File: config.mk
export PLATFORM = sky130hd
export DESIGN_NAME = layer_compositor
export DESIGN_NICKNAME = d
export VERILOG_FILES = /design/src/rtl/layer_compositor.sv
export SDC_FILE = /design/constraint.sdc
export NUM_CORES = 1
export LEC_CHECK = 0
export CAP_MARGIN = 40
export CORE_ASPECT_RATIO = 0.5
export CORE_MARGIN = 1
export CORE_UTILIZATION = 32
export CTS_BUF_LIST = sky130_fd_sc_hd__clkbuf_2 sky130_fd_sc_hd__clkbuf_4 sky130_fd_sc_hd__clkbuf_8
export DETAILED_ROUTE_END_ITERATION = 6
export PLACE_DENSITY = 0.95
export SYNTH_ARGS = -nofsm -noshare
export SYNTH_HDL_FRONTEND = slang
export SYNTH_SLANG_ARGS = --single-unit
File: constraint.sdc
create_clock -name clk -period 2.74 [get_ports clk]
set_input_delay 0.685 -clock clk [delete_from_list [all_inputs] [get_ports clk]]
set_output_delay 0.685 -clock clk [all_outputs]
set_load 0.05 [all_outputs]
File: src/rtl/layer_compositor.sv
// Composites N_LAYERS object layers plus background/overlay into one 4/4/4 pixel; reports per-frame player collisions.
// Latency: 1 cycle from inputs to RGB, frame_start and collision outputs. Backpressure: none, one pixel per clock.
// Optional colour-key transparency is compiled in with LAYER_COMPOSITOR_TRANSPARENT_KEY_EN.
module layer_compositor #(
    parameter int                   N_LAYERS        = 8,
    parameter int                   PLAYER_IDX      = 0,
    parameter logic [N_LAYERS-1:0]  COLL_MASK       = {N_LAYERS{1'b1}},
    parameter logic [11:0]          TRANSPARENT_RGB = 12'hF0F
) (
    input  logic                    clk,
    input  logic                    resetN,
    input  logic [31:0]             pxl_x,
    input  logic [31:0]             pxl_y,
    input  logic [N_LAYERS-1:0]     layer_draw,
    input  logic [12*N_LAYERS-1:0]  layer_rgb,
    input  logic [11:0]             background_rgb,
    input  logic                    overlay_en,
    input  logic [11:0]             overlay_rgb,
    output logic [3:0]              Red_level,
    output logic [3:0]              Green_level,
    output logic [3:0]              Blue_level,
    output logic                    frame_start,
    output logic [N_LAYERS-1:0]     collision,
    output logic                    collision_any
);

    localparam logic [N_LAYERS-1:0] ONE_HOT_LSB = {{(N_LAYERS-1){1'b0}}, 1'b1};
    // The player never collides with itself, whatever COLL_MASK says.
    localparam logic [N_LAYERS-1:0] ACTIVE_MASK = COLL_MASK & ~(ONE_HOT_LSB << PLAYER_IDX);

    logic [N_LAYERS-1:0] eff_draw;
    logic [11:0]         pix_rgb;
    logic [N_LAYERS-1:0] pix_hit;
    logic                at_origin;
    logic                frame_edge;

    logic [11:0]         rgb_q;
    logic                at_origin_d;
    logic                frame_start_q;
    logic [N_LAYERS-1:0] hit;
    logic                frame_valid;
    logic [N_LAYERS-1:0] collision_q;
    logic                collision_any_q;

`ifdef LAYER_COMPOSITOR_TRANSPARENT_KEY_EN
    // Keyed pixels neither draw nor collide, so they fall through to lower layers.
    for (genvar k = 0; k < N_LAYERS; k++) begin : g_key
        assign eff_draw[k] = layer_draw[k] && (layer_rgb[12*k +: 12] != TRANSPARENT_RGB);
    end
`else
    assign eff_draw = layer_draw;
    if (TRANSPARENT_RGB == 12'h000) begin : g_key_unused
    end
`endif

    always_comb begin
        pix_rgb = background_rgb;
        for (int k = N_LAYERS - 1; k >= 0; k--) begin
            if (eff_draw[k]) begin
                pix_rgb = layer_rgb[12*k +: 12];
            end
        end
        if (overlay_en) begin
            pix_rgb = overlay_rgb;
        end
    end

    assign pix_hit    = {N_LAYERS{eff_draw[PLAYER_IDX]}} & eff_draw & ACTIVE_MASK;
    assign at_origin  = (pxl_x == 32'd0) && (pxl_y == 32'd0);
    // Rising edge only: an origin held through blanking starts a single frame.
    assign frame_edge = at_origin && !at_origin_d;

    always_ff @(posedge clk or negedge resetN) begin
        if (!resetN) begin
            rgb_q           <= 12'h000;
            at_origin_d     <= 1'b0;
            frame_start_q   <= 1'b0;
            hit             <= '0;
            frame_valid     <= 1'b0;
            collision_q     <= '0;
            collision_any_q <= 1'b0;
        end else begin
            rgb_q         <= pix_rgb;
            at_origin_d   <= at_origin;
            frame_start_q <= frame_edge;
            if (frame_edge) begin
                // The origin pixel's own overlap belongs to the frame that starts here.
                collision_q     <= hit & {N_LAYERS{frame_valid}};
                collision_any_q <= (|hit) && frame_valid;
                hit             <= pix_hit;
                frame_valid     <= 1'b1;
            end else begin
                collision_q     <= '0;
                collision_any_q <= 1'b0;
                hit             <= hit | pix_hit;
            end
        end
    end

    assign Red_level     = rgb_q[11:8];
    assign Green_level   = rgb_q[7:4];
    assign Blue_level    = rgb_q[3:0];
    assign frame_start   = frame_start_q;
    assign collision     = collision_q;
    assign collision_any = collision_any_q;

endmodule

==> flow_summary.yaml <==
outcome:
  status: "completed"
synthesis:
  synth_nets: 422
  synth_mux_area_share_pct: 6.66
  synthCells: 227
  synth_xor_area_share_pct: 0
  ys_types: 32
  ys_seq_area_share_pct: 38.2
  synth_seq_cells: 31
  syn_area_per_cell_sq_um: 8.94
  synth_compound_area_share_pct: 30.3
  yosys_warnings: 0
  synthSimpleGateAreaFrac_pct: 18.8
  synth_area_sq_um: 2030
  synth_fa_ha_area_share_pct: 0
  synth_top_family_by_area: "compound AO/OA/AOI/OAI gates"
timing:
  fin_crit_sh_pct: 87.7
  fin_tns_setup_ps: 0
  relSlewSlack_pct: 48.0
  rsz0062_at_grt: "false"
  finClkSkew_ps: 5.59
  fmax_mhz: 416
  setup_ws_ps: 336
  timing_max_transition_violations_final: 0
  fin_crit_ps: 2400
  final_hold_viol_count: 0
  finalSetupViolations: 0
  worst-slew-pin-transition_ps: 779
worst_setup_path:
  path_delay_family: "simple AND/OR/NAND/NOR gates"
  path_buf_inv: 2
  end_kind: "register"
  crit_type: "in2reg"
  cp_max_fo: 11
  path_cells: "clkdlybuf4s50_1 > nor4_1 > nand4_1 > or4_4 > inv_1 > o21ai_0"
  worstPathArrival_ps: 2560
  required_ps: 2890
  crit_path_start_kind: "input pin"
  slowest_stage: "or4_4"
  max_stage_delay_ps: 610
finish:
  nets: 638
  layout.cells.non_filler: 532
  diodes: 0
  fin_area_sq_um: 4390
  final_cell_mix: "clkdlybuf4s50_1 (216), dfrtp_1 (31), o21ai_0 (27)"
  area_delta_synth_final_pct: 116
  final_common_cell: "clkdlybuf4s50_1"
  drive_gt1_share_pct: 8.11
grt:
  groute.usage.overall_pct: 28.1
  grt_pass1_vias: 2786
  grt_first_pass_wirelength_microns: 14100
  antenna_found_initial: 0
  grt_max_degree: 32
  globalRoute.totalOverflow: 0
route:
  ant_nets: 0
  drtIter0Drc: 293
  wl_microns: 9510
  dr.pass1.iters: 5
  route.detailed.drc: 0
  vias: 2893
  vias_per_cell: 5.44
  post_drt_wl_per_cell_microns: 17.9
clock_tree:
  tritoncts: "done"
  h-tree-depth: 2
  hold_buffers: 0
  root_buffer: "clkbuf_8"
  clockBufferDepth: 2
  post_cts_buffers: 0
  clk_pin_slew_ps: 70
  clock-sinks: 31
  clock_latency_ps: 290
  cts_buffers: 5
  ctsResizeCount: 0
die:
  start_util_pct: 33.2
  die_w_microns: 115
  fp-row-count: 20
  core_area_sq_um: 6110
  die-area_sq_um: 6680
  die_h_microns: 58.3
  io_pins: 217
placement:
  dp.cells: 524
  dp_hpwl_microns: 7800
  gp_congestion: 0.890
  place_area_sq_um: 4300
  io_buffer_count: 216
  dp_slack_ps: 4.61
power_and_ir_drop:
  p_leak_uw: 0.00170
  power_density_nw_per_um2: 318
  peakVddDrop_mv: 0.172
run:
  cap_viol_max_count: 0
worst_hold_path:
  hold_path.class: "reg2reg"
final cells by class:
cell class	count	area (sq um)
sequential	31	776
timing repair buffer	226	2240
inverter	12	45.0
fill	432	1710
clock inverter	3	20.0
multi-input combinational	167	1140
clock buffer	5	68.8
tap	88	110
synthesized netlist by cell type:
library cell / number / area share (%)
nand2_1: 6 / 1.1
a221o_1: 1 / 0.49
conb_1: 1 / 0.18
o21ai_0: 27 / 6.7
a211oi_1: 1 / 0.37
o22ai_1: 12 / 3.7
nand4_1: 5 / 1.5
dfrtp_1: 31 / 38
or2_2: 1 / 0.31
o221a_2: 2 / 1.1
or4_4: 1 / 0.55
a221oi_1: 10 / 4.3
o211ai_1: 2 / 0.74
or3_1: 1 / 0.31
o21ai_1: 1 / 0.25
a22o_1: 10 / 4.3
buf_2: 1 / 0.25
nor4_1: 24 / 7.4
mux2_2: 12 / 6.7
or3b_2: 1 / 0.43
nor4_2: 1 / 0.62
a22oi_1: 7 / 2.6
o31ai_1: 2 / 0.74
o221ai_1: 10 / 4.3
buf_6: 1 / 0.55
nand2b_1: 11 / 3.4
inv_1: 11 / 2.0
clkinv_1: 1 / 0.18
nor2b_1: 3 / 0.92
nor2_1: 12 / 2.2
a21oi_1: 3 / 0.74
clkbuf_1: 15 / 2.8
worst min-delay path: cells and delay by family (launching register included):
kind	cells	cell delay (ps)
AO/OA/AOI/OAI	2	130
flip-flops	1	350
kinds of logic (layout without fill, tap and decap cells):
kind of cell,Yosys count,count (layout)
AO/OA/AOI/OAI,88,88
buffers and inverters,29,246
flip-flops,31,31
multiplexers,12,12
other,1,1
AND/OR/NAND/NOR,66,66
where the power goes:
group / internal, uW / switching [uW] / total [uW] / leakage, uW
clock: 177 / 190 / 366 / 0.0000402
sequential: 475 / 4.15 / 479 / 0.000364
combinational: 340 / 211 / 551 / 0.00129
final timing paths:
check	start	end	slack [ps]	depth (start not counted)
min in group asynchronous	resetN	rgb_q[0]	780	2
setup / recovery	pxl_x[20]	hit[2]	340	6
hold / removal	hit[3]	hit[3]	520	2
max in group asynchronous	resetN	hit[2]	1670	2
hold reg to reg	hit[3]	hit[3]	520	2
setup reg to reg	hit[2]	collision_any	1510	4
layer usage:
| metal | track usage (%) | vias to the layer above | wire length, microns |
|---|---|---|---|
| li1 | - | 1327 | - |
| met3 | 6.90 | 22 | 760 |
| met1 | 33.4 | 1360 | 3620 |
| met5 | 0 | - | 0 |
| met4 | 7.61 | 0 | 162 |
| met2 | 51.6 | 184 | 4970 |
state kept, by name, summed over array words and instances (netlist names):
| name | flops |
|---|---|
| frame_start | 1 |
| frame_valid | 1 |
| hit | 7 |
| at_origin_d | 1 |
| rgb_q | 12 |
| collision_any | 1 |
| collision | 8 |
stage by stage:
| step | power (uW) | util (%) | hold WS (ps) |
|---|---|---|---|
| final | 1400 | 71.9 | 524 |
| after global routing | 1450 | 71.9 | 554 |
| after CTS | 1390 | 71.9 | 524 |
| after detailed placement | 1030 | 70.5 | 508 |
| after global placement | 1020 | 70.5 | 489 |
| after floorplan | 663 | - | 389 |
Note: power is estimated with default switching activity, not from simulation.
